### config.mk
export PLATFORM = sky130hd
export DESIGN_NAME = fifo_flops_v2
export DESIGN_NICKNAME = d
export VERILOG_FILES = /design/src/rtl/fifo_flops_pkg.sv /design/src/rtl/fifo_flops_ptr.sv /design/src/rtl/fifo_flops_v2.sv
export SDC_FILE = /design/constraint.sdc
export NUM_CORES = 1
export LEC_CHECK = 0
export ABC_AREA = 1
export BUFFER_PORTS_ARGS = -buffer_cell sky130_fd_sc_hd__buf_4
export CAP_MARGIN = 20
export CORE_MARGIN = 5
export CORE_UTILIZATION = 61
export CTS_CLUSTER_SIZE = 10
export DETAILED_ROUTE_END_ITERATION = 8
export PLACE_DENSITY = 0.79
export SLEW_MARGIN = 20
export SYNTH_ARGS = -nofsm -noshare
export SYNTH_HDL_FRONTEND = slang
export SYNTH_HIERARCHICAL = 1
export SYNTH_SLANG_ARGS = --single-unit
### constraint.sdc
create_clock -name clk -period 2.9 [get_ports clk]
set_input_delay 0.58 -clock clk [delete_from_list [all_inputs] [get_ports clk]]
set_output_delay 0.58 -clock clk [all_outputs]
set_load 0.01 [all_outputs]
### src/rtl/fifo_flops_pkg.sv
// rtl/fifo_flops_pkg.sv - shared width helper and reset values for the flop-based FIFO
package fifo_flops_pkg;

    // Occupancy counter must represent 0..depth inclusive.
    function automatic int count_w(input int depth);
        return $clog2(depth + 1);
    endfunction

    // Pointer must index 0..depth-1; keep at least one bit.
    function automatic int ptr_w(input int depth);
        return (depth > 1) ? $clog2(depth) : 1;
    endfunction

    localparam logic [63:0] DOUT_RST_VAL = 64'h0;
    localparam logic        FLAG_RST_VAL = 1'b0;

endpackage

### src/rtl/fifo_flops_ptr.sv
// rtl/fifo_flops_ptr.sv - modulo-depth pointer counter with increment enable
//
// Ports:
//   clk  - clock, rising edge
//   rst  - asynchronous active-low reset, forces ptr to 0
//   inc  - advance pointer by one this edge
//   ptr  - current pointer, wraps from depth-1 to 0
module fifo_flops_ptr
    import fifo_flops_pkg::*;
#(
    parameter int depth = 16
) (
    input  logic                      clk,
    input  logic                      rst,
    input  logic                      inc,
    output logic [ptr_w(depth)-1:0]   ptr
);

    localparam int PW = ptr_w(depth);
    localparam logic [PW-1:0] LAST = PW'(depth - 1);

    // Explicit wrap compare so non-power-of-two depths never index past the array.
    always_ff @(posedge clk or negedge rst) begin
        if (!rst) begin
            ptr <= '0;
        end else if (inc) begin
            if (ptr == LAST) begin
                ptr <= '0;
            end else begin
                ptr <= ptr + PW'(1);
            end
        end
    end

endmodule

### src/rtl/fifo_flops_v2.sv
// rtl/fifo_flops_v2.sv - synchronous flop-array FIFO with registered read data and status flags
//
// Build option: define FIFO_FLOPS_ERR_EN to get sticky overflow/underflow flags
// cleared by clr_err; otherwise both flags are tied low and clr_err is ignored.
//
// Ports:
//   clk          - clock, rising edge
//   rst          - asynchronous active-low reset
//   push, Din    - write request and data
//   pop          - read request; Dout updates on the edge of an accepted pop
//   clr_err      - synchronous clear of sticky error flags
//   Dout         - registered read data, held when no pop is accepted
//   full, empty, almost_full, almost_empty - decoded from registered count
//   count        - occupancy 0..depth
//   overflow     - sticky, push rejected while full
//   underflow    - sticky, pop rejected while empty
module fifo_flops_v2
    import fifo_flops_pkg::*;
#(
    parameter int depth    = 16,
    parameter int bits     = 8,
    parameter int af_level = depth - 2,
    parameter int ae_level = 2
) (
    input  logic                      clk,
    input  logic                      rst,
    input  logic                      push,
    input  logic                      pop,
    input  logic [bits-1:0]           Din,
    input  logic                      clr_err,
    output logic [bits-1:0]           Dout,
    output logic                      full,
    output logic                      empty,
    output logic                      almost_full,
    output logic                      almost_empty,
    output logic [count_w(depth)-1:0] count,
    output logic                      overflow,
    output logic                      underflow
);

    localparam int CW = count_w(depth);
    localparam int PW = ptr_w(depth);
    localparam logic [CW-1:0] DEPTH_C = CW'(depth);
    localparam logic [CW-1:0] AF_C    = CW'(af_level);
    localparam logic [CW-1:0] AE_C    = CW'(ae_level);

    logic [bits-1:0] mem [depth];
    logic [PW-1:0]   wptr;
    logic [PW-1:0]   rptr;
    logic            push_ok;
    logic            pop_ok;

    // A push into a full FIFO is still fine when a pop frees the head slot on the same edge.
    assign push_ok = push && (!full || pop);
    assign pop_ok  = pop && !empty;

    assign full         = (count == DEPTH_C);
    assign empty        = (count == '0);
    assign almost_full  = (count >= AF_C);
    assign almost_empty = (count <= AE_C);

    fifo_flops_ptr #(.depth(depth)) u_wptr (
        .clk (clk),
        .rst (rst),
        .inc (push_ok),
        .ptr (wptr)
    );

    fifo_flops_ptr #(.depth(depth)) u_rptr (
        .clk (clk),
        .rst (rst),
        .inc (pop_ok),
        .ptr (rptr)
    );

    // Storage is deliberately not reset; count and pointers define validity.
    always_ff @(posedge clk) begin
        if (push_ok) begin
            mem[wptr] <= Din;
        end
    end

    // When full, wptr == rptr: the read samples the old entry before the write lands.
    always_ff @(posedge clk or negedge rst) begin
        if (!rst) begin
            Dout <= DOUT_RST_VAL[bits-1:0];
        end else if (pop_ok) begin
            Dout <= mem[rptr];
        end
    end

    always_ff @(posedge clk or negedge rst) begin
        if (!rst) begin
            count <= '0;
        end else if (push_ok && !pop_ok) begin
            count <= count + CW'(1);
        end else if (pop_ok && !push_ok) begin
            count <= count - CW'(1);
        end
    end

`ifdef FIFO_FLOPS_ERR_EN
    // Setting takes priority over clr_err so an error in the clearing cycle is not lost.
    always_ff @(posedge clk or negedge rst) begin
        if (!rst) begin
            overflow  <= FLAG_RST_VAL;
            underflow <= FLAG_RST_VAL;
        end else begin
            if (push && !push_ok) begin
                overflow <= 1'b1;
            end else if (clr_err) begin
                overflow <= 1'b0;
            end
            if (pop && !pop_ok) begin
                underflow <= 1'b1;
            end else if (clr_err) begin
                underflow <= 1'b0;
            end
        end
    end
`else
    logic unused_clr_err;
    assign unused_clr_err = clr_err;
    assign overflow       = FLAG_RST_VAL;
    assign underflow      = FLAG_RST_VAL;
`endif

endmodule

==> flow_summary.toml <==
[critical_path]
crit_fanout = 7
path_class = "flop to flop"
critPathRequiredTime_ps = 3310
arrival_ps = 3000
timing.rr.start = "count[1]"
r2r-end = "count[4]"
reg2reg_slack_ps = 320
startpoint_type = "flop"
endpoint_kind = "flop"
rr_worst_depth = 13

[cts]
cts_buffers = 17
cts_tree = "done"
cts-root-buf = "clkbuf_8"
clockBufferDepth = 2
clkTransAtPathRegs_ps = 60
clk_latency_ps = 530
clock_sinks = 149
post_cts_buffers = 0
cts.repair.resized = 0
cts_hold_buffers = 1
htreeDepth = 4

[pwr]
p_int_mw = 4.87
power_density_mw_per_mm2 = 1010
clkPwrFrac = 0.292
peakVddDrop_mv = 0.624
power.switching_mw = 2.85
leakage_nw = 3.40
power_mw = 7.72
pwr-share-comb = 0.339
p_sw_frac = 0.369
seq_power_share = 0.368

[synthesis]
synthCells = 675
synth-seq-area-share = 0.648
yosys-top-cells-area = "edfxtp_1 57%, nand2_1 12%, dfrtp_1 7.8%"
synth_top_cell_by_area = "edfxtp_1"
ys.warnings.count = 6
synth_seq_cells = 149
async_flop_share = 0.141
synth_top_area_frac = 0.570
synth_most_common_cell = "nand2_1"
synthTopCellsByCount = "216 x nand2_1, 128 x edfxtp_1, 118 x inv_1, 104 x nand3_1, 21 x dfrtp_1"
ys_types = 26
synth.avg_cell_area_sq_um = 10.0
syn-cell-area_sq_mm = 0.00675
synthFlopType = "edfxtp_1"
synth-edff-count = 128

[global_route]
grt_max_degree = 68
grt_pass1_wl_um = 24300
track_usage = 0.247
grt_pass1_vias = 4779
overflow = 0
grt_antenna_before_repair = 0

[sta]
tightest_slew_ps = 816
period_share = 0.891
final.min_clock_period_ps = 2580
hold_violations = 0
setup_slack_ps = 317
totalNegativeSetupSlack_ps = 0
setup_viol = 0
worst_hold_slack_ps = 394
slew_violations = 0
skew_ps = 7.43
fmax_ghz = 0.387
slew_headroom = 0.454
rsz0062_at_grt = "no"

[flow_run]
maxCapViolCount = 0

[routing]
met1_length_um = 5820
highest_layer = "met4"
drt-initial-drc-count = 432
vias = 4738
via_per_inst = 5.52
ant_nets = 0
routed_wl_um = 15400
drt-pass1-iter-count = 6
drcViolationCount = 0
wire_per_inst_um = 17.9
route.met2.wl_um = 7870
wl_met3_um = 1080

[die]
boundaryPins = 32
die_h_um = 115
die_w_um = 115
core_sq_mm = 0.0108
initial_core_util = 0.622
die-area_sq_mm = 0.0133
rows = 38

[cells_and_area]
seqCellArea_sq_mm = 0.00437
fill_cells = 749
drive_above_1_share = 0.111
instances_no_fill = 859
multi_input_area_sq_mm = 0.00175
syn2layout_area_growth_pct = 13.4
fin_nets = 728
n_antenna_cell = 0

[place]
place.gp.congestion = 0.804
dp_slack_ps = 330
io_buffer_count = 28
dp.cells = 827
dp_hpwl_um = 9420

[run_status]
status = "completed"

[hold_path]
hold_path.class = "input port to flop"
hp-start = "Din[6]"
worstHoldPathCells = 1
min_to = "mem[14][6]"
[power groups by stage]
stage / clock, mW / combinational [mW] / sequential, mW
finish: 2.26 / 2.62 / 2.84
global route: 2.38 / 2.89 / 2.87
CTS: 2.27 / 2.61 / 2.84
detailed placement: 0 / 2.56 / 2.88
global placement: 0 / 2.44 / 2.86
floorplan: 0 / 1.78 / 2.87
[area by class of cell]
cell class | instances | share of cell area
Tap cell | 140 | 0.0229
Sequential cell | 149 | 0.571
Clock inverter | 12 | 0.0236
Inverter | 121 | 0.0594
Timing Repair Buffer | 39 | 0.0386
Clock buffer | 19 | 0.0551
Multi-Input combinational cell | 379 | 0.229
[placed cells by master, fill, tap and decap left out]
cell type and count:
nor2_2 2, o21ai_0 11, inv_2 3, o211ai_1 1, conb_1 2, clkbuf_16 16
o21ai_4 1, o31ai_1 1, nand2_4 1, nand2_1 216, dlygate4sd3_1 1, nor2_1 17
clkinvlp_4 4, clkinv_1 1, xnor2_1 1, nand3_1 104, dfrtp_1 20, clkbuf_1 2
nor3_2 1, fa_1 1, edfxtp_1 128, clkbuf_8 1, a21boi_4 1, inv_1 118
buf_4 38, a21oi_1 4, bufinv_16 4, xor2_1 4, inv_6 1, ha_1 7
nand3_2 4, dfrtp_2 1, clkinv_4 2
[state kept, by name, indices dropped and copies added, names as in the netlist]
register	cells
mem	128
Dout	8
count	5
u_rptr/ptr	4
u_wptr/ptr	4
[through the flow]
step                 util  instance area (sq um)
finish              0.706                   7650
global route        0.706                   7650
floorplan               -                   6750
CTS                 0.706                   7650
detailed placement  0.649                   7040
global placement    0.649                   7040
[critical path, stage by stage, from the launching register on]
cell	delay, ps
dfrtp_1	440
inv_1	180
nand2_4	90
nor3_2	230
a21boi_4	90
ha_1	240
inv_1	190
ha_1	310
a21oi_1	160
o21ai_0	150
a21oi_1	180
o21ai_0	100
nand2_1	60
nand2_1	40
[cells by family after synthesis]
family                     after synthesis  share of synthesized area
AOI/OAI and AO/OA                       19                     0.0185
and+or+nand+nor                        345                      0.218
adders and majority gates                8                     0.0159
xor gates and xnor gates                 5                    0.00649
DFF                                    149                      0.648
buffers and inverters                  148                     0.0933
other                                    1                   0.000556
[worst max-delay path by stage]
stage	endpoint	cells after the start	slack, ps	startpoint
after floorplan	count[4]	13	410	count[1]
after global placement	count[4]	13	460	count[1]
after detailed placement	count[4]	13	330	count[1]
after CTS	count[4]	13	340	count[1]
after global routing	count[4]	13	80	count[1]
final	count[4]	13	320	count[1]
[layer usage]
| layer | up-vias | GRT usage |
|---|---|---|
| li1 | 2221 | - |
| met1 | 2240 | 0.299 |
| met2 | 221 | 0.423 |
| met3 | 56 | 0.0432 |
| met4 | 0 | 0.129 |
| met5 | - | 0 |
Power figures use the tool's default switching activity.
